===== src/rtl/maxpool_bin_if.sv =====
// Stream interface for the 2x2 max-pool / binarize block.
//   start     : level enable; low aborts the frame and returns to idle
//   state     : layer select, sampled when a frame starts
//   din       : signed conv sample, row-major
//   din_valid : din qualifier
//   dout      : signed pooled value, held between ovalid pulses
//   bin_out   : 1 when dout >= 0
//   ovalid    : one-cycle pulse per pooled value
//   done      : one-cycle pulse with the last pooled value of a frame
// master = sample source / sink (bench), slave = the pooling block.
interface maxpool_bin_if;
  logic               start;
  logic               state;
  logic signed [31:0] din;
  logic               din_valid;
  logic signed [31:0] dout;
  logic               bin_out;
  logic               ovalid;
  logic               done;

  modport master (
    output start, state, din, din_valid,
    input  dout, bin_out, ovalid, done
  );

  modport slave (
    input  start, state, din, din_valid,
    output dout, bin_out, ovalid, done
  );
endinterface


===== src/rtl/maxpool_bin.sv =====
// 2x2 max-pool with sign binarization over a W x W conv output frame.
// Horizontal pairs are reduced as they stream in; even rows park the pair
// maximum in a line buffer, odd rows combine with it and emit one result.
//   clk : clock, posedge
//   rst : asynchronous active-high reset
//   bus : maxpool_bin_if.slave stream port (see interface header)
module maxpool_bin #(
  parameter int unsigned W0 = 24,
  parameter int unsigned W1 = 8
) (
  input logic          clk,
  input logic          rst,
  maxpool_bin_if.slave bus
);

  localparam int unsigned MaxW  = (W0 > W1) ? W0 : W1;
  localparam int unsigned CntW  = $clog2(MaxW + 1);
  localparam int unsigned IdxW  = CntW - 1;
  localparam int unsigned Depth = MaxW / 2;

  typedef enum logic [1:0] {StIdle, StRun, StFin} state_e;

  state_e             st_q, st_d;
  logic [CntW-1:0]    w_q, w_d;
  logic [CntW-1:0]    col_q, col_d;
  logic [CntW-1:0]    row_q, row_d;
  logic signed [31:0] dout_q, dout_d;
  logic               bin_q, bin_d;
  logic               ovalid_q, ovalid_d;
  logic               done_q, done_d;
  logic signed [31:0] hold_q, hold_d;
  logic signed [31:0] lb_q [Depth];

  logic               lb_we;
  logic [IdxW-1:0]    lb_idx;
  logic signed [31:0] h, lb_rd, pooled;
  logic               col_last, row_last;

  always_comb begin
    lb_idx   = col_q[CntW-1:1];
    lb_rd    = lb_q[lb_idx];
    h        = (bus.din > hold_q) ? bus.din : hold_q;
    pooled   = (h > lb_rd) ? h : lb_rd;
    col_last = (col_q == w_q - 1'b1);
    row_last = (row_q == w_q - 1'b1);

    st_d     = st_q;
    w_d      = w_q;
    col_d    = col_q;
    row_d    = row_q;
    dout_d   = dout_q;
    bin_d    = bin_q;
    ovalid_d = 1'b0;
    done_d   = 1'b0;
    hold_d   = hold_q;
    lb_we    = 1'b0;

    unique case (st_q)
      StIdle: begin
        col_d = '0;
        row_d = '0;
        if (bus.start) begin
          st_d = StRun;
          w_d  = bus.state ? CntW'(W1) : CntW'(W0);
        end
      end
      StRun: begin
        if (bus.din_valid) begin
          if (!col_q[0]) begin
            hold_d = bus.din;
          end else if (!row_q[0]) begin
            lb_we = 1'b1;
          end else begin
            dout_d   = pooled;
            bin_d    = ~pooled[31];
            ovalid_d = 1'b1;
            if (col_last && row_last) begin
              done_d = 1'b1;
              st_d   = StFin;
            end
          end
          if (col_last) begin
            col_d = '0;
            row_d = row_last ? '0 : row_q + 1'b1;
          end else begin
            col_d = col_q + 1'b1;
          end
        end
      end
      StFin: ;
      default: st_d = StIdle;
    endcase

    // Dropping start aborts from any state; no pulse may escape.
    if (!bus.start) begin
      st_d     = StIdle;
      col_d    = '0;
      row_d    = '0;
      ovalid_d = 1'b0;
      done_d   = 1'b0;
      lb_we    = 1'b0;
    end
  end

  always_ff @(posedge clk or posedge rst) begin
    if (rst) begin
      st_q     <= StIdle;
      w_q      <= CntW'(W0);
      col_q    <= '0;
      row_q    <= '0;
      dout_q   <= '0;
      bin_q    <= 1'b0;
      ovalid_q <= 1'b0;
      done_q   <= 1'b0;
    end else begin
      st_q     <= st_d;
      w_q      <= w_d;
      col_q    <= col_d;
      row_q    <= row_d;
      dout_q   <= dout_d;
      bin_q    <= bin_d;
      ovalid_q <= ovalid_d;
      done_q   <= done_d;
    end
  end

  // Datapath storage is always written before it is read within a frame.
  always_ff @(posedge clk) begin
    hold_q <= hold_d;
    if (lb_we) lb_q[lb_idx] <= h;
  end

  assign bus.dout    = dout_q;
  assign bus.bin_out = bin_q;
  assign bus.ovalid  = ovalid_q;
  assign bus.done    = done_q;

endmodule

===== src/flat_wrapper.sv =====
// flat-port wrapper written by rule: the top's interface ports become plain ports
module maxpool_bin_flat 
#(
  parameter int unsigned W0 = 24,
  parameter int unsigned W1 = 8
)
  (clk, rst, bus_start, bus_state, bus_din, bus_din_valid, bus_dout, bus_bin_out, bus_ovalid, bus_done);
  maxpool_bin_if bus_i ();
  input logic clk;
  input logic rst;
  input wire logic [$bits(bus_i.start)-1:0] bus_start;
  input wire logic [$bits(bus_i.state)-1:0] bus_state;
  input wire logic [$bits(bus_i.din)-1:0] bus_din;
  input wire logic [$bits(bus_i.din_valid)-1:0] bus_din_valid;
  output wire logic [$bits(bus_i.dout)-1:0] bus_dout;
  output wire logic [$bits(bus_i.bin_out)-1:0] bus_bin_out;
  output wire logic [$bits(bus_i.ovalid)-1:0] bus_ovalid;
  output wire logic [$bits(bus_i.done)-1:0] bus_done;
  assign bus_i.start = bus_start;
  assign bus_i.state = bus_state;
  assign bus_i.din = bus_din;
  assign bus_i.din_valid = bus_din_valid;
  assign bus_dout = bus_i.dout;
  assign bus_bin_out = bus_i.bin_out;
  assign bus_ovalid = bus_i.ovalid;
  assign bus_done = bus_i.done;
  maxpool_bin #(.W0(W0), .W1(W1)) u_core (.clk(clk), .rst(rst), .bus(bus_i));
endmodule

===== config.mk =====
export PLATFORM = sky130hd
export DESIGN_NAME = maxpool_bin_flat
export DESIGN_NICKNAME = d
export VERILOG_FILES = /design/src/rtl/maxpool_bin_if.sv /design/src/rtl/maxpool_bin.sv /design/src/flat_wrapper.sv
export SDC_FILE = /design/constraint.sdc
export NUM_CORES = 1
export LEC_CHECK = 0
export ABC_AREA = 1
export CELL_PAD_IN_SITES_DETAIL_PLACEMENT = 1
export CELL_PAD_IN_SITES_GLOBAL_PLACEMENT = 2
export CORE_MARGIN = 5
export CORE_UTILIZATION = 30
export CTS_BUF_LIST = sky130_fd_sc_hd__clkbuf_4 sky130_fd_sc_hd__clkbuf_8
export CTS_CLUSTER_DIAMETER = 40
export DETAILED_ROUTE_END_ITERATION = 6
export PLACE_DENSITY_LB_ADDON = 0.1
export SETUP_SLACK_MARGIN = 0.2
export SLEW_MARGIN = 30
export SYNTH_ARGS = -nofsm -noshare
export SYNTH_HDL_FRONTEND = slang
export SYNTH_SLANG_ARGS = --single-unit

===== constraint.sdc =====
create_clock -name clk -period 6.3 [get_ports clk]
set_clock_uncertainty 0.15 [all_clocks]
set_input_delay 0.945 -clock clk [delete_from_list [all_inputs] [get_ports clk]]
set_output_delay 0.945 -clock clk [all_outputs]
set_load 0.02 [all_outputs]

==> results_tabular.tex, run 1 <==
\begin{tabular}{lr}
\hline
Metric & Value \\
\hline
\multicolumn{2}{l}{\textbf{Clock tree}} \\
Clock tree from TritonCTS & yes \\
Register clock-pin slew on the reported worst setup and hold paths & 60 ps \\
CTS hold repair buffers & 0 \\
Number of sinks on the clock net & 464 \\
Maximum buffer depth of the clock tree & 3 \\
Clk root buf & sky130\_fd\_sc\_hd\_\_clkbuf\_8 \\
Count of H-tree levels built during CTS & 3 \\
Worst-skew pair later-pin latency & 670 ps \\
Post-CTS sizing & 0 \\
Total CTS buffers & 100 \\
Total setup buffers inserted after CTS & 0 \\
\multicolumn{2}{l}{\textbf{Timing}} \\
Max-slew violation count & 0 \\
Fin crit period & 5240 ps \\
Relative slew slack & 36.8\% \\
Max Clk Rate & 0.191 GHz \\
Final Hold Vio Count & 0 \\
Final Cycle Share & 83.1\% \\
Setup violation total in the final timing report & 0 \\
Setup TNS & 0 ps \\
Setup repair after global routing missed its margin & no \\
Worst slew pin tran & 946 ps \\
\multicolumn{2}{l}{\textbf{Global route}} \\
Number of antenna violations at the first check in global routing & 1 \\
Maximum number of pins on one net before global-route repair & 98 \\
Gr usage total & 17.1\% \\
Grt ovf & 0 \\
Vias in the first global route & 14003 \\
Global-route wire length before repair & 91.5 mm \\
\multicolumn{2}{l}{\textbf{Detailed routing}} \\
ANT nets after route & 0 \\
Drt via density & 4.94 \\
DRC viols & 0 \\
Number of violations reported at the end of detailed-routing iteration 0 & 731 \\
Wire length per cell & 23.2 um \\
Total number of vias & 12986 \\
Routed wire length & 61.1 mm \\
DR pass1 iterations & 5 \\
\multicolumn{2}{l}{\textbf{Die}} \\
Die span in x & 267 um \\
Total die area & 0.0714 mm2 \\
Initial core utilization & 30.2\% \\
Count of pins on the block boundary & 72 \\
FP Rows & 94 \\
Die boundary height & 267 um \\
Core region area & 0.0657 mm2 \\
\multicolumn{2}{l}{\textbf{Finish}} \\
Area taken by flip-flops and latches & 0.0137 mm2 \\
Commonest cells after routing, fill and taps aside & 416 x sky130\_fd\_sc\_hd\_\_edfxtp\_1, 326 x sky130\_fd\_sc\_hd\_\_nand2\_1, 160 x sky130\_fd\_sc\_hd\_\_a22oi\_1 \\
Number of filler instances in the final layout & 6904 \\
Nets & 1787 \\
Final core utilization & 36.4\% \\
Share of final-layout standard cells stronger than drive strength 1 & 16.6\% \\
Total area of multi-input combinational cells & 0.00550 mm2 \\
Layout Area Growth over Synthesis & 20.5\% \\
Leading cell type in the layout, fill and taps excluded & sky130\_fd\_sc\_hd\_\_edfxtp\_1 \\
\multicolumn{2}{l}{\textbf{Critical path}} \\
Crit-path cells & clkdlybuf4s50\_1 -> ha\_1 -> nand2\_1 -> nor2\_1 -> nand2\_1 -> nand2\_1 -> a21oi\_2 -> nand3\_2 -> nand3\_2 -> buf\_4 -> nand2\_1 -> nand2\_1 -> ha\_1 -> nand2\_1 -> nor2\_1 -> nor3b\_2 -> nand2\_1 -> nand2\_1 -> nand2\_2 -> nand3\_4 -> buf\_4 -> a21oi\_1 -> nand2\_1 -> nand2\_1 \\
Cell seen most often among critical-path stages & sky130\_fd\_sc\_hd\_\_nand2\_1 \\
Buffers \& Inverters on Critical Path & 3 \\
Worst-path cell with the longest stage delay & sky130\_fd\_sc\_hd\_\_clkdlybuf4s50\_1 \\
Biggest cell delay along the critical path & 460 ps \\
Critical path class & input port to flop \\
Worst Setup Start Kind & input port \\
Family with the most delay on the worst path & simple AND/OR/NAND/NOR gates \\
Setup crit end kind & flop \\
Maximum fanout along the worst path & 31 \\
CP arrival & 5650 ps \\
Required time of the critical path & 6720 ps \\
\multicolumn{2}{l}{\textbf{Outcome}} \\
Result of the run & completed \\
\multicolumn{2}{l}{\textbf{Synthesis}} \\
Ys async rst share & 10.3\% \\
Number of register bits inferred by synthesis & 464 \\
Net count of the mapped netlist & 1634 \\
Top post-synthesis cells by area & sky130\_fd\_sc\_hd\_\_edfxtp\_1 63\%, sky130\_fd\_sc\_hd\_\_nand2\_1 6.2\%, sky130\_fd\_sc\_hd\_\_a22oi\_1 6.1\%, sky130\_fd\_sc\_hd\_\_dfrtp\_1 5.9\%, sky130\_fd\_sc\_hd\_\_ha\_1 4.2\% \\
Mean Syn Cell Area & 13.0 um2 \\
Dominant cell type by area after synthesis & sky130\_fd\_sc\_hd\_\_edfxtp\_1 \\
Count of flip-flops with a built-in enable after synthesis & 416 \\
Post-Synthesis Cell Area & 0.0198 mm2 \\
Post-Syn Instances & 1531 \\
Yosys warns & 0 \\
Share of synthesized area occupied by flip-flops and latches & 69.0\% \\
Most used DFF post-synth & sky130\_fd\_sc\_hd\_\_edfxtp\_1 \\
Number of library cell types mapped by synthesis & 42 \\
Portion of synthesized cell area occupied by the leading cell type & 62.9\% \\
\multicolumn{2}{l}{\textbf{Placed design}} \\
Total of buffers placed on input and output ports & 71 \\
Routability congestion estimate from global placement & 0.765 \\
HPWL after DPL & 37.1 mm \\
\multicolumn{2}{l}{\textbf{Power and ir drop}} \\
PwrDens & 406 mW/mm2 \\
Peak supply drop & 0.182 mV \\
Standby leakage power & 8.61 nW \\
\multicolumn{2}{l}{\textbf{Job}} \\
Count of maximum capacitance violations & 0 \\
\multicolumn{2}{l}{\textbf{Hold path}} \\
Hold Path Class & flop to flop \\
\hline
\end{tabular}
==> registers in the layout, summed over array words and instances (netlist names) <==
signal              cells
u_core.row_q            5
u_core.hold_q          32
u_core.col_q            5
u_core.bus.done         1
u_core.bus.dout        32
u_core.st_q             2
u_core.bus.ovalid       1
u_core.bus.bin_out      1
u_core.lb_q           384
u_core.w_q              1
==> path summary, 6_finish.rpt <==
| check | start | cells past startpoint | slack (ps) | end |
|---|---|---|---|---|
| worst max-delay path | bus_din[23] | 24 | 1060 | u_core.bus.dout[1] |
| worst min-delay path | u_core.bus.dout[4] | 2 | 330 | u_core.bus.dout[4] |
| worst max register to register | u_core.hold_q[23] | 24 | 1420 | u_core.bus.dout[1] |
| worst min register to register | u_core.bus.dout[4] | 2 | 330 | u_core.bus.dout[4] |
| max in group asynchronous | rst | 3 | 4780 | u_core.bus.dout[28] |
| min in group asynchronous | rst | 3 | 660 | u_core.bus.dout[4] |
==> worst register-to-register path, cell delays in order, from the launching register on <==
cell,delay [ps]
sky130_fd_sc_hd__edfxtp_1,370
sky130_fd_sc_hd__inv_1,50
sky130_fd_sc_hd__ha_1,290
sky130_fd_sc_hd__nand2_1,70
sky130_fd_sc_hd__nor2_1,440
sky130_fd_sc_hd__nand2_1,110
sky130_fd_sc_hd__nand2_1,110
sky130_fd_sc_hd__a21oi_2,80
sky130_fd_sc_hd__nand3_2,110
sky130_fd_sc_hd__nand3_2,380
sky130_fd_sc_hd__buf_4,360
sky130_fd_sc_hd__nand2_1,100
sky130_fd_sc_hd__nand2_1,290
sky130_fd_sc_hd__ha_1,440
sky130_fd_sc_hd__nand2_1,70
sky130_fd_sc_hd__nor2_1,120
sky130_fd_sc_hd__nor3b_2,240
sky130_fd_sc_hd__nand2_1,110
sky130_fd_sc_hd__nand2_1,90
sky130_fd_sc_hd__nand2_2,60
sky130_fd_sc_hd__nand3_4,80
sky130_fd_sc_hd__buf_4,350
sky130_fd_sc_hd__a21oi_1,150
sky130_fd_sc_hd__nand2_1,110
sky130_fd_sc_hd__nand2_1,50
==> metrics by stage <==
step / hold slack (ps) / power (mW) / setup WS, ps / instance area, um2 / instances
after floorplan: 325 / 5.37 / 2180 / 19800 / 1531
after global placement: 322 / 6.24 / 347 / 21800 / 2446
final: 327 / 9.71 / 1060 / 23900 / 2627
after CTS: 333 / 9.88 / 1010 / 23900 / 2626
after global routing: 355 / 10.3 / 648 / 23900 / 2627
after detailed placement: 317 / 6.27 / 260 / 21800 / 2446
==> cell usage after synthesis, types with 2 or more instances <==
master and instances:
sky130_fd_sc_hd__a21o_1 3, sky130_fd_sc_hd__a21oi_1 125, sky130_fd_sc_hd__a21oi_2 3, sky130_fd_sc_hd__a22oi_1 160, sky130_fd_sc_hd__a31oi_1 30, sky130_fd_sc_hd__buf_1 5, sky130_fd_sc_hd__buf_2 39, sky130_fd_sc_hd__buf_4 13
sky130_fd_sc_hd__buf_6 5, sky130_fd_sc_hd__buf_8 2, sky130_fd_sc_hd__clkbuf_1 12, sky130_fd_sc_hd__clkinv_1 2, sky130_fd_sc_hd__dfrtp_1 47, sky130_fd_sc_hd__edfxtp_1 416, sky130_fd_sc_hd__ha_1 66, sky130_fd_sc_hd__inv_1 69
sky130_fd_sc_hd__inv_2 8, sky130_fd_sc_hd__nand2_1 326, sky130_fd_sc_hd__nand2_2 2, sky130_fd_sc_hd__nand3_1 33, sky130_fd_sc_hd__nand3_2 13, sky130_fd_sc_hd__nand4_1 41, sky130_fd_sc_hd__nor2_1 40, sky130_fd_sc_hd__nor2_2 2
sky130_fd_sc_hd__nor2_4 3, sky130_fd_sc_hd__nor3_1 5, sky130_fd_sc_hd__nor3_2 30, sky130_fd_sc_hd__nor3b_1 2, sky130_fd_sc_hd__o21a_1 4, sky130_fd_sc_hd__o21ai_0 13
==> report_power, final <==
group	internal, mW	switching, mW	total [mW]
combinational	0.727	1.57	2.30
sequential	3.77	0.0957	3.87
clock	2.13	1.41	3.55
total	6.63	3.08	9.71
==> layer usage <==
layer | vias up | GRT usage [%] | wire, um
met2 | 288 | 26.5 | 27900
met5 | - | 0 | 0
met1 | 6584 | 24.7 | 29300
li1 | 6040 | - | -
met3 | 74 | 2.93 | 2780
met4 | 0 | 4.90 | 1050
==> kinds of logic after synthesis <==
group / Yosys count / share of synthesized area (%)
AND/OR/NAND/NOR: 505 / 12.1
flip-flops: 464 / 69.0
AO/OA/AOI/OAI: 339 / 11.0
buffers and inverters: 156 / 3.76
adder cells (fa/ha/maj): 66 / 4.16
XOR/XNOR: 1 / 0.0441
==> final cells by class <==
class | count | area share (%)
sequential | 464 | 57.2
multi-input combinational | 911 | 23.0
clock buffer | 110 | 6.12
timing repair buffer | 127 | 4.89
tap | 864 | 4.52
clock inverter | 70 | 2.93
inverter | 80 | 1.28
antenna | 1 | 0.0105
Note: power is estimated with default switching activity, not from simulation.
==> run 2, diff against run 1 <==
==> constraint.sdc (replaced) <==
create_clock -name clk -period 5.1 [get_ports clk]
set_clock_uncertainty 0.15 [all_clocks]
set_input_delay 0.765 -clock clk [delete_from_list [all_inputs] [get_ports clk]]
set_output_delay 0.765 -clock clk [all_outputs]
set_load 0.02 [all_outputs]
==> run 2 against run 1 <==
Worst setup slack got worse by 420 ps. Final area increased by 2.1%. Sequential share of layout area decreased by 1.2 points. Hold slack gained 1.6 ps. Non-clock buffer count grew 78. Power up 21%. Sequential cell count did not move. Global-route usage decreased by 0.19 points. Largest power group unchanged. First-iteration DRC count decreased by 10%. Critical path type unchanged. Critical path depth grew 2.
==> results_tabular.tex, run 2 (same netlist as run 1, synthesis figures left out) <==
\begin{tabular}{lr}
\hline
Metric & Value \\
\hline
\multicolumn{2}{l}{\textbf{Finish}} \\
Nets & 1857 (+3.9\%) \\
Share of final-layout standard cells stronger than drive strength 1 & 20.0\% (+3.5 points) \\
Area taken by flip-flops and latches & 0.0137 mm2 (unchanged) \\
Max FFs per register & 384 (unchanged) \\
Commonest cells after routing, fill and taps aside & 416 x sky130\_fd\_sc\_hd\_\_edfxtp\_1, 326 x sky130\_fd\_sc\_hd\_\_nand2\_1, 160 x sky130\_fd\_sc\_hd\_\_a22oi\_1 \\
Layout Area Growth over Synthesis & 23.0\% \\
Total area of multi-input combinational cells & 0.00550 mm2 (unchanged) \\
Top reg by flops & u\_core.lb\_q \\
Number of filler instances in the final layout & 6955 (+0.74\%) \\
Final core utilization & 37.1\% (+0.76 points) \\
Leading cell type in the layout, fill and taps excluded & sky130\_fd\_sc\_hd\_\_edfxtp\_1 \\
\multicolumn{2}{l}{\textbf{Timing}} \\
Final Hold Vio Count & 0 (unchanged) \\
Setup violation total in the final timing report & 0 (unchanged) \\
Post-route worst hold slack & 328 ps (+1.58 ps) \\
Max Clk Rate & 0.224 GHz \\
Max-slew violation count & 0 (unchanged) \\
Relative slew slack & 45.1\% (+8.3 points) \\
Fin crit period & 4460 ps \\
Final Cycle Share & 87.4\% \\
Worst slew pin tran & 824 ps (-122 ps) \\
Setup repair after global routing missed its margin & no \\
\multicolumn{2}{l}{\textbf{Power and ir drop}} \\
Combinational cell fraction of total power & 26.8\% (+3.1 points) \\
Standby leakage power & 8.91 nW (+3.5\%) \\
Share of total power in sequential cells & 40.6\% (+0.8 points) \\
PwrDens & 482 mW/mm2 (+19\%) \\
Peak supply drop & 0.173 mV (-5.1\%) \\
Clock network power share & 32.6\% (-3.9 points) \\
Internal portion of total power & 8.04 mW (+21\%) \\
Net switching power & 3.73 mW (+21\%) \\
Switching part of the total power & 31.7\% (-0.075 points) \\
\multicolumn{2}{l}{\textbf{Die}} \\
Die span in x & 267 um (unchanged) \\
Initial core utilization & 30.2\% (unchanged) \\
FP Rows & 94 (unchanged) \\
Total die area & 0.0714 mm2 (unchanged) \\
Count of pins on the block boundary & 72 (unchanged) \\
Die boundary height & 267 um (unchanged) \\
Core region area & 0.0657 mm2 (unchanged) \\
\multicolumn{2}{l}{\textbf{Critical path}} \\
Setup crit end kind & flop \\
Worst-path cell with the longest stage delay & sky130\_fd\_sc\_hd\_\_clkdlybuf4s50\_1 \\
Required time of the critical path & 5470 ps (-1250 ps) \\
Critical path class & input port to flop \\
Family with the most delay on the worst path & simple AND/OR/NAND/NOR gates \\
Cell seen most often among critical-path stages & sky130\_fd\_sc\_hd\_\_nand2\_1 \\
Worst Setup Start Kind & input port \\
Buffers \& Inverters on Critical Path & 6 (+3) \\
Maximum fanout along the worst path & 16 (-48\%) \\
CP arrival & 4830 ps (-820 ps) \\
Biggest cell delay along the critical path & 490 ps (+30 ps) \\
\multicolumn{2}{l}{\textbf{Detailed routing}} \\
Routed wire length & 60.6 mm (-0.71\%) \\
Drt via density & 4.91 (-0.67\%) \\
Total number of vias & 13223 (+1.8\%) \\
ANT nets after route & 0 (unchanged) \\
DR pass1 iterations & 5 (unchanged) \\
DRC viols & 0 (unchanged) \\
Wire length per cell & 22.5 um (-3.1\%) \\
Number of violations reported at the end of detailed-routing iteration 0 & 655 (-10\%) \\
\multicolumn{2}{l}{\textbf{Global route}} \\
Grt ovf & 0 (unchanged) \\
Maximum number of pins on one net before global-route repair & 98 (unchanged) \\
Number of antenna violations at the first check in global routing & 1 (unchanged) \\
Vias in the first global route & 14200 (+1.4\%) \\
Global-route wire length before repair & 90.8 mm (-0.80\%) \\
Gr usage total & 16.9\% (-0.19 points) \\
\multicolumn{2}{l}{\textbf{Clock tree}} \\
CTS hold repair buffers & 0 (unchanged) \\
Worst-skew pair later-pin latency & 660 ps (about the same) \\
Register clock-pin slew on the reported worst setup and hold paths & 50 ps (about the same) \\
Clock tree from TritonCTS & yes \\
Clk root buf & sky130\_fd\_sc\_hd\_\_clkbuf\_8 \\
Count of H-tree levels built during CTS & 3 (unchanged) \\
Post-CTS sizing & 0 (unchanged) \\
Total setup buffers inserted after CTS & 0 (unchanged) \\
Maximum buffer depth of the clock tree & 3 (unchanged) \\
Number of sinks on the clock net & 464 (unchanged) \\
Total CTS buffers & 92 (-8.0\%) \\
\multicolumn{2}{l}{\textbf{Placed design}} \\
HPWL after DPL & 36.6 mm (-1.3\%) \\
Routability congestion estimate from global placement & 0.751 (-1.8\%) \\
Total of buffers placed on input and output ports & 71 (unchanged) \\
\multicolumn{2}{l}{\textbf{Job}} \\
Count of maximum capacitance violations & 0 (unchanged) \\
\multicolumn{2}{l}{\textbf{Hold path}} \\
Hold Path Class & flop to flop \\
\multicolumn{2}{l}{\textbf{Outcome}} \\
Result of the run & completed \\
\hline
\end{tabular}
[run 2: routing by layer]
| layer | part of all wire (%) | vias to the layer above | track usage, % |
|---|---|---|---|
| li1 | - | 6164 | - |
| met1 | 48 | 6713 | 24.5 |
| met2 | 45 | 268 | 26.2 |
| met3 | 4.4 | 78 | 2.97 |
| met4 | 1.7 | 0 | 4.62 |
| met5 | 0 | - | 0 |
[run 2: power by group through the flow]
stage                     logic, mW  clock network, mW  registers [mW]
after floorplan                1.73                  0            4.90
after global placement         3.15                  0            4.86
after detailed placement       3.20                  0            4.86
after CTS                      3.21               3.97            4.78
after global routing           3.52               4.16            4.80
final                          3.15               3.84            4.78
[run 2: final cells by class]
cell class	count	area share, %
inverter	80	1.25
sequential	464	56.1
clock inverter	42	1.46
timing repair buffer	205	7.95
clock buffer	124	6.27
multi-input combinational	911	22.5
antenna	3	0.0307
tap	864	4.43
[run 2: tightest hold or removal path, cell delays in order (launching register included)]
cell and delay [ps]:
sky130_fd_sc_hd__dfrtp_1 340, sky130_fd_sc_hd__nand2_1 60, sky130_fd_sc_hd__nand2_1 50
[run 2: metrics by stage]
stage               instance area (um2)  TNS [ps]  worst slack, ps  power (mW)  instances
CTS                               24400         0              601        12.0       2690
floorplan                         19800         0             1160        6.63       1531
finish                            24400         0              641        11.8       2693
detailed placement                22500     -2620             -122        8.05       2524
global route                      24400         0              309        12.5       2691
global placement                  22500     -1100            -65.1        8.01       2524
[run 2: final timing paths]
| path | slack, ps | from | to | cells after the start |
|---|---|---|---|---|
| setup / recovery | 640 | bus_din[27] | u_core.bus.dout[14] | 26 |
| hold / removal | 330 | u_core.bus.dout[26] | u_core.bus.dout[26] | 2 |
| setup reg to reg | 730 | u_core.col_q[2] | u_core.bus.dout[14] | 21 |
| hold reg to reg | 330 | u_core.bus.dout[26] | u_core.bus.dout[26] | 2 |
| max in group asynchronous | 3500 | rst | u_core.bus.dout[21] | 3 |
| min in group asynchronous | 420 | rst | u_core.bus.dout[3] | 2 |
==> run 3, diff against run 2 <==
--- a/config.mk
+++ b/config.mk
@@ -6,14 +6,11 @@
 export NUM_CORES = 1
 export LEC_CHECK = 0
 export ABC_AREA = 1
-export CELL_PAD_IN_SITES_DETAIL_PLACEMENT = 1
-export CELL_PAD_IN_SITES_GLOBAL_PLACEMENT = 2
 export CORE_MARGIN = 5
 export CORE_UTILIZATION = 30
 export CTS_BUF_LIST = sky130_fd_sc_hd__clkbuf_4 sky130_fd_sc_hd__clkbuf_8
 export CTS_CLUSTER_DIAMETER = 40
 export DETAILED_ROUTE_END_ITERATION = 6
-export PLACE_DENSITY_LB_ADDON = 0.1
 export SETUP_SLACK_MARGIN = 0.2
 export SLEW_MARGIN = 30
 export SYNTH_ARGS = -nofsm -noshare
==> run 3 against run 2 <==
Critical path depth fell by 3. Clock power fell by 8.9%. Worst setup slack got worse by 240 ps. Die area did not move. First-iteration DRC count rose by 59%. Fmax fell by 5.0%. Sequential cell count did not move. Combinational power rose by 3%. Final area fell by 0.75%. Hold slack got worse by 53 ps. Critical path type unchanged. Critical endpoint is now u_core.bus.dout[30]. Largest cell class unchanged.
==> results_tabular.tex, run 3 (same netlist as run 1, synthesis figures left out) <==
\begin{tabular}{lr}
\hline
Metric & Value \\
\hline
\multicolumn{2}{l}{\textbf{Outcome}} \\
Result of the run & completed \\
\multicolumn{2}{l}{\textbf{Finish}} \\
Top reg by flops & u\_core.lb\_q \\
Layout Area Growth over Synthesis & 22.1\% \\
Number of filler instances in the final layout & 6252 (-10\%) \\
Max FFs per register & 384 (unchanged) \\
Leading cell type in the layout, fill and taps excluded & sky130\_fd\_sc\_hd\_\_edfxtp\_1 \\
Nets & 1836 (-1.1\%) \\
Area taken by flip-flops and latches & 0.0137 mm2 (unchanged) \\
Final core utilization & 36.9\% (-0.28 points) \\
Total area of multi-input combinational cells & 0.00557 mm2 (+1.1\%) \\
Commonest cells after routing, fill and taps aside & 416 x sky130\_fd\_sc\_hd\_\_edfxtp\_1, 325 x sky130\_fd\_sc\_hd\_\_nand2\_1, 160 x sky130\_fd\_sc\_hd\_\_a22oi\_1 \\
Share of final-layout standard cells stronger than drive strength 1 & 19.3\% (-0.77 points) \\
\multicolumn{2}{l}{\textbf{Clock tree}} \\
CTS hold repair buffers & 0 (unchanged) \\
Clk root buf & sky130\_fd\_sc\_hd\_\_clkbuf\_8 \\
Maximum buffer depth of the clock tree & 3 (unchanged) \\
Number of sinks on the clock net & 464 (unchanged) \\
Clock tree from TritonCTS & yes \\
Total CTS buffers & 79 (-14\%) \\
Worst-skew pair later-pin latency & 650 ps (about the same) \\
Count of H-tree levels built during CTS & 3 (unchanged) \\
Register clock-pin slew on the reported worst setup and hold paths & 60 ps (about the same) \\
\multicolumn{2}{l}{\textbf{Critical path}} \\
Worst flop-to-flop path startpoint & u\_core.hold\_q[5] \\
Critical register-to-register path endpoint & u\_core.bus.dout[30] \\
Required time of the critical path & 5530 ps (+60 ps) \\
CP arrival & 5130 ps (+300 ps) \\
Minimum setup slack among reg-to-reg paths & 480 ps (-250 ps) \\
Maximum fanout along the worst path & 12 (-4) \\
Worst-path cell with the longest stage delay & sky130\_fd\_sc\_hd\_\_clkdlybuf4s50\_1 \\
Reg2reg path depth & 23 (+9.5\%) \\
Biggest cell delay along the critical path & 430 ps (-60 ps) \\
Cell seen most often among critical-path stages & sky130\_fd\_sc\_hd\_\_buf\_4 \\
Setup crit end kind & flop \\
Family with the most delay on the worst path & simple AND/OR/NAND/NOR gates \\
Crit-path cells & clkdlybuf4s50\_1 -> ha\_1 -> nand2\_1 -> nor2\_1 -> buf\_4 -> nand4\_1 -> buf\_4 -> nor2\_4 -> nand4\_4 -> buf\_4 -> buf\_4 -> nand4\_1 -> nand2\_1 -> ha\_1 -> nand4\_1 -> nor3\_1 -> a21oi\_4 -> nand3\_2 -> nand3\_4 -> buf\_4 -> a21oi\_1 -> nand2\_1 -> nand2\_1 \\
Critical path class & input port to flop \\
Buffers \& Inverters on Critical Path & 6 (unchanged) \\
Worst Setup Start Kind & input port \\
\multicolumn{2}{l}{\textbf{Hold path}} \\
Depth of the worst hold-timing path & 1 (-1) \\
Hold Path Origin & bus\_din[4] \\
WHS Endpoint & u\_core.hold\_q[4] \\
Hold Path Class & input port to flop \\
\multicolumn{2}{l}{\textbf{Global route}} \\
Maximum number of pins on one net before global-route repair & 98 (unchanged) \\
Grt ovf & 0 (unchanged) \\
Gr usage total & 15.2\% (-1.7 points) \\
Global-route wire length before repair & 82.9 mm (-8.7\%) \\
Number of antenna violations at the first check in global routing & 1 (unchanged) \\
Vias in the first global route & 13356 (-5.9\%) \\
\multicolumn{2}{l}{\textbf{Detailed routing}} \\
DRC viols & 0 (unchanged) \\
DR pass1 iterations & 5 (unchanged) \\
Number of violations reported at the end of detailed-routing iteration 0 & 1041 (+59\%) \\
ANT nets after route & 0 (unchanged) \\
Wire length per cell & 21.0 um (-6.8\%) \\
Routed wire length & 55.7 mm (-8.1\%) \\
Drt via density & 5.06 (+3.0\%) \\
Total number of vias & 13433 (+1.6\%) \\
\multicolumn{2}{l}{\textbf{Placed design}} \\
Setup Slack @ Placement & -487 ps (-365 ps) \\
HPWL after DPL & 33.5 mm (-8.5\%) \\
Routability congestion estimate from global placement & 0.812 (+8.1\%) \\
Total of buffers placed on input and output ports & 71 (unchanged) \\
\multicolumn{2}{l}{\textbf{Power and ir drop}} \\
PwrDens & 475 mW/mm2 (-1.5\%) \\
Standby leakage power & 8.81 nW (-1.2\%) \\
Peak supply drop & 0.251 mV (+45\%) \\
\multicolumn{2}{l}{\textbf{Job}} \\
Count of maximum capacitance violations & 0 (unchanged) \\
\multicolumn{2}{l}{\textbf{Die}} \\
FP Rows & 94 (unchanged) \\
Initial core utilization & 30.2\% (unchanged) \\
Die boundary height & 267 um (unchanged) \\
Count of pins on the block boundary & 72 (unchanged) \\
Total die area & 0.0714 mm2 (unchanged) \\
Core region area & 0.0657 mm2 (unchanged) \\
Die span in x & 267 um (unchanged) \\
\multicolumn{2}{l}{\textbf{Timing}} \\
Post-layout worst setup margin & 406 ps (-236 ps) \\
Max Clk Rate & 0.213 GHz (-5.0\%) \\
Post-route worst hold slack & 276 ps (-52.6 ps) \\
Setup violation total in the final timing report & 0 (unchanged) \\
Max-slew violation count & 0 (unchanged) \\
Setup repair after global routing missed its margin & no \\
Fin crit period & 4690 ps (+236 ps) \\
Relative slew slack & 45.7\% (+0.61 points) \\
Final Hold Vio Count & 0 (unchanged) \\
Final Cycle Share & 92.0\% (+4.6 points) \\
Worst slew pin tran & 814 ps (-10.0 ps) \\
\hline
\end{tabular}
-- run 3: cell count changes in the layout (fill, tap and decap cells not counted), moves of 3 or more --
cell and delta:
sky130_fd_sc_hd__buf_4 -14, sky130_fd_sc_hd__clkinvlp_4 -4, sky130_fd_sc_hd__clkbuf_8 -13, sky130_fd_sc_hd__clkbuf_4 -3, sky130_fd_sc_hd__clkinv_1 -8
-- run 3: what timing repair did --
action,CTS,global route
cloned,0,1
gates resized for setup,1,21
endpoints found under the setup margin,1,33
pin swaps,0,5
buffers inserted,0,3
-- run 3: worst max path at each step --
stage                           start                  end  slack [ps]  cells after the start
final                      bus_din[7]  u_core.bus.dout[30]         410                     23
after global routing       bus_din[7]  u_core.bus.dout[18]         190                     26
after CTS                  bus_din[4]  u_core.bus.dout[14]         230                     25
after detailed placement   bus_din[4]  u_core.bus.dout[16]        -490                     29
after global placement     bus_din[5]  u_core.bus.dout[26]        -470                     28
after floorplan           bus_din[31]   u_core.bus.dout[6]        1160                     26
-- run 3: stage by stage --
| step | instances | TNS, ps | total power, mW | cell area (um2) |
|---|---|---|---|---|
| 4_1_cts | 2650 | 0 | 11.5 | 24100 |
| 5_1_grt | 2655 | 0 | 12.1 | 24200 |
| 3_5_place_dp | 2512 | -14970 | 7.94 | 22400 |
| 6_report | 2655 | 0 | 11.5 | 24200 |
| 3_3_place_gp | 2512 | -13640 | 7.86 | 22400 |
| 2_1_floorplan | 1531 | 0 | 6.63 | 19800 |
-- run 3: worst reg2reg max path: stages, from the launching register on --
cell,delay [ps]
sky130_fd_sc_hd__edfxtp_1,410
sky130_fd_sc_hd__inv_1,100
sky130_fd_sc_hd__ha_4,280
sky130_fd_sc_hd__nand2_1,100
sky130_fd_sc_hd__nor2_1,100
sky130_fd_sc_hd__buf_4,120
sky130_fd_sc_hd__nand4_1,240
sky130_fd_sc_hd__buf_4,250
sky130_fd_sc_hd__nor2_4,120
sky130_fd_sc_hd__nand4_4,160
sky130_fd_sc_hd__buf_4,180
sky130_fd_sc_hd__buf_4,170
sky130_fd_sc_hd__nand4_1,130
sky130_fd_sc_hd__nand2_1,150
sky130_fd_sc_hd__ha_1,340
sky130_fd_sc_hd__nand4_1,190
sky130_fd_sc_hd__nor3_1,390
sky130_fd_sc_hd__a21oi_4,140
sky130_fd_sc_hd__nand3_2,110
sky130_fd_sc_hd__nand3_4,140
sky130_fd_sc_hd__buf_4,220
sky130_fd_sc_hd__a21oi_1,230
sky130_fd_sc_hd__nand2_1,90
sky130_fd_sc_hd__nand2_1,50
-- run 3: final cells by class --
cell class              count  area share [%]
flip-flops and latches    464            56.5
clock buffers             108            5.49
well taps                 864            4.46
clock inverters            30            1.29
inverters                  80            1.26
multi-input cells         911            23.0
diodes                      1          0.0103
repair buffers            197            8.02
-- run 3: routing by layer --
metal	share of wire [%]	GRT usage [%]	vias up	wire, um
li1	-	-	6130	-
met1	44	21.8	6692	24800
met2	46	23.7	533	25400
met3	8.2	3.47	78	4570
met4	1.7	3.67	0	973
met5	0	0	-	0
-- run 3: where the power goes --
part / switching (mW) / internal [mW]
Sequential: 0.127 / 4.65
Combinational: 2.01 / 1.22
Clock: 1.50 / 2.00
Total: 3.64 / 7.87
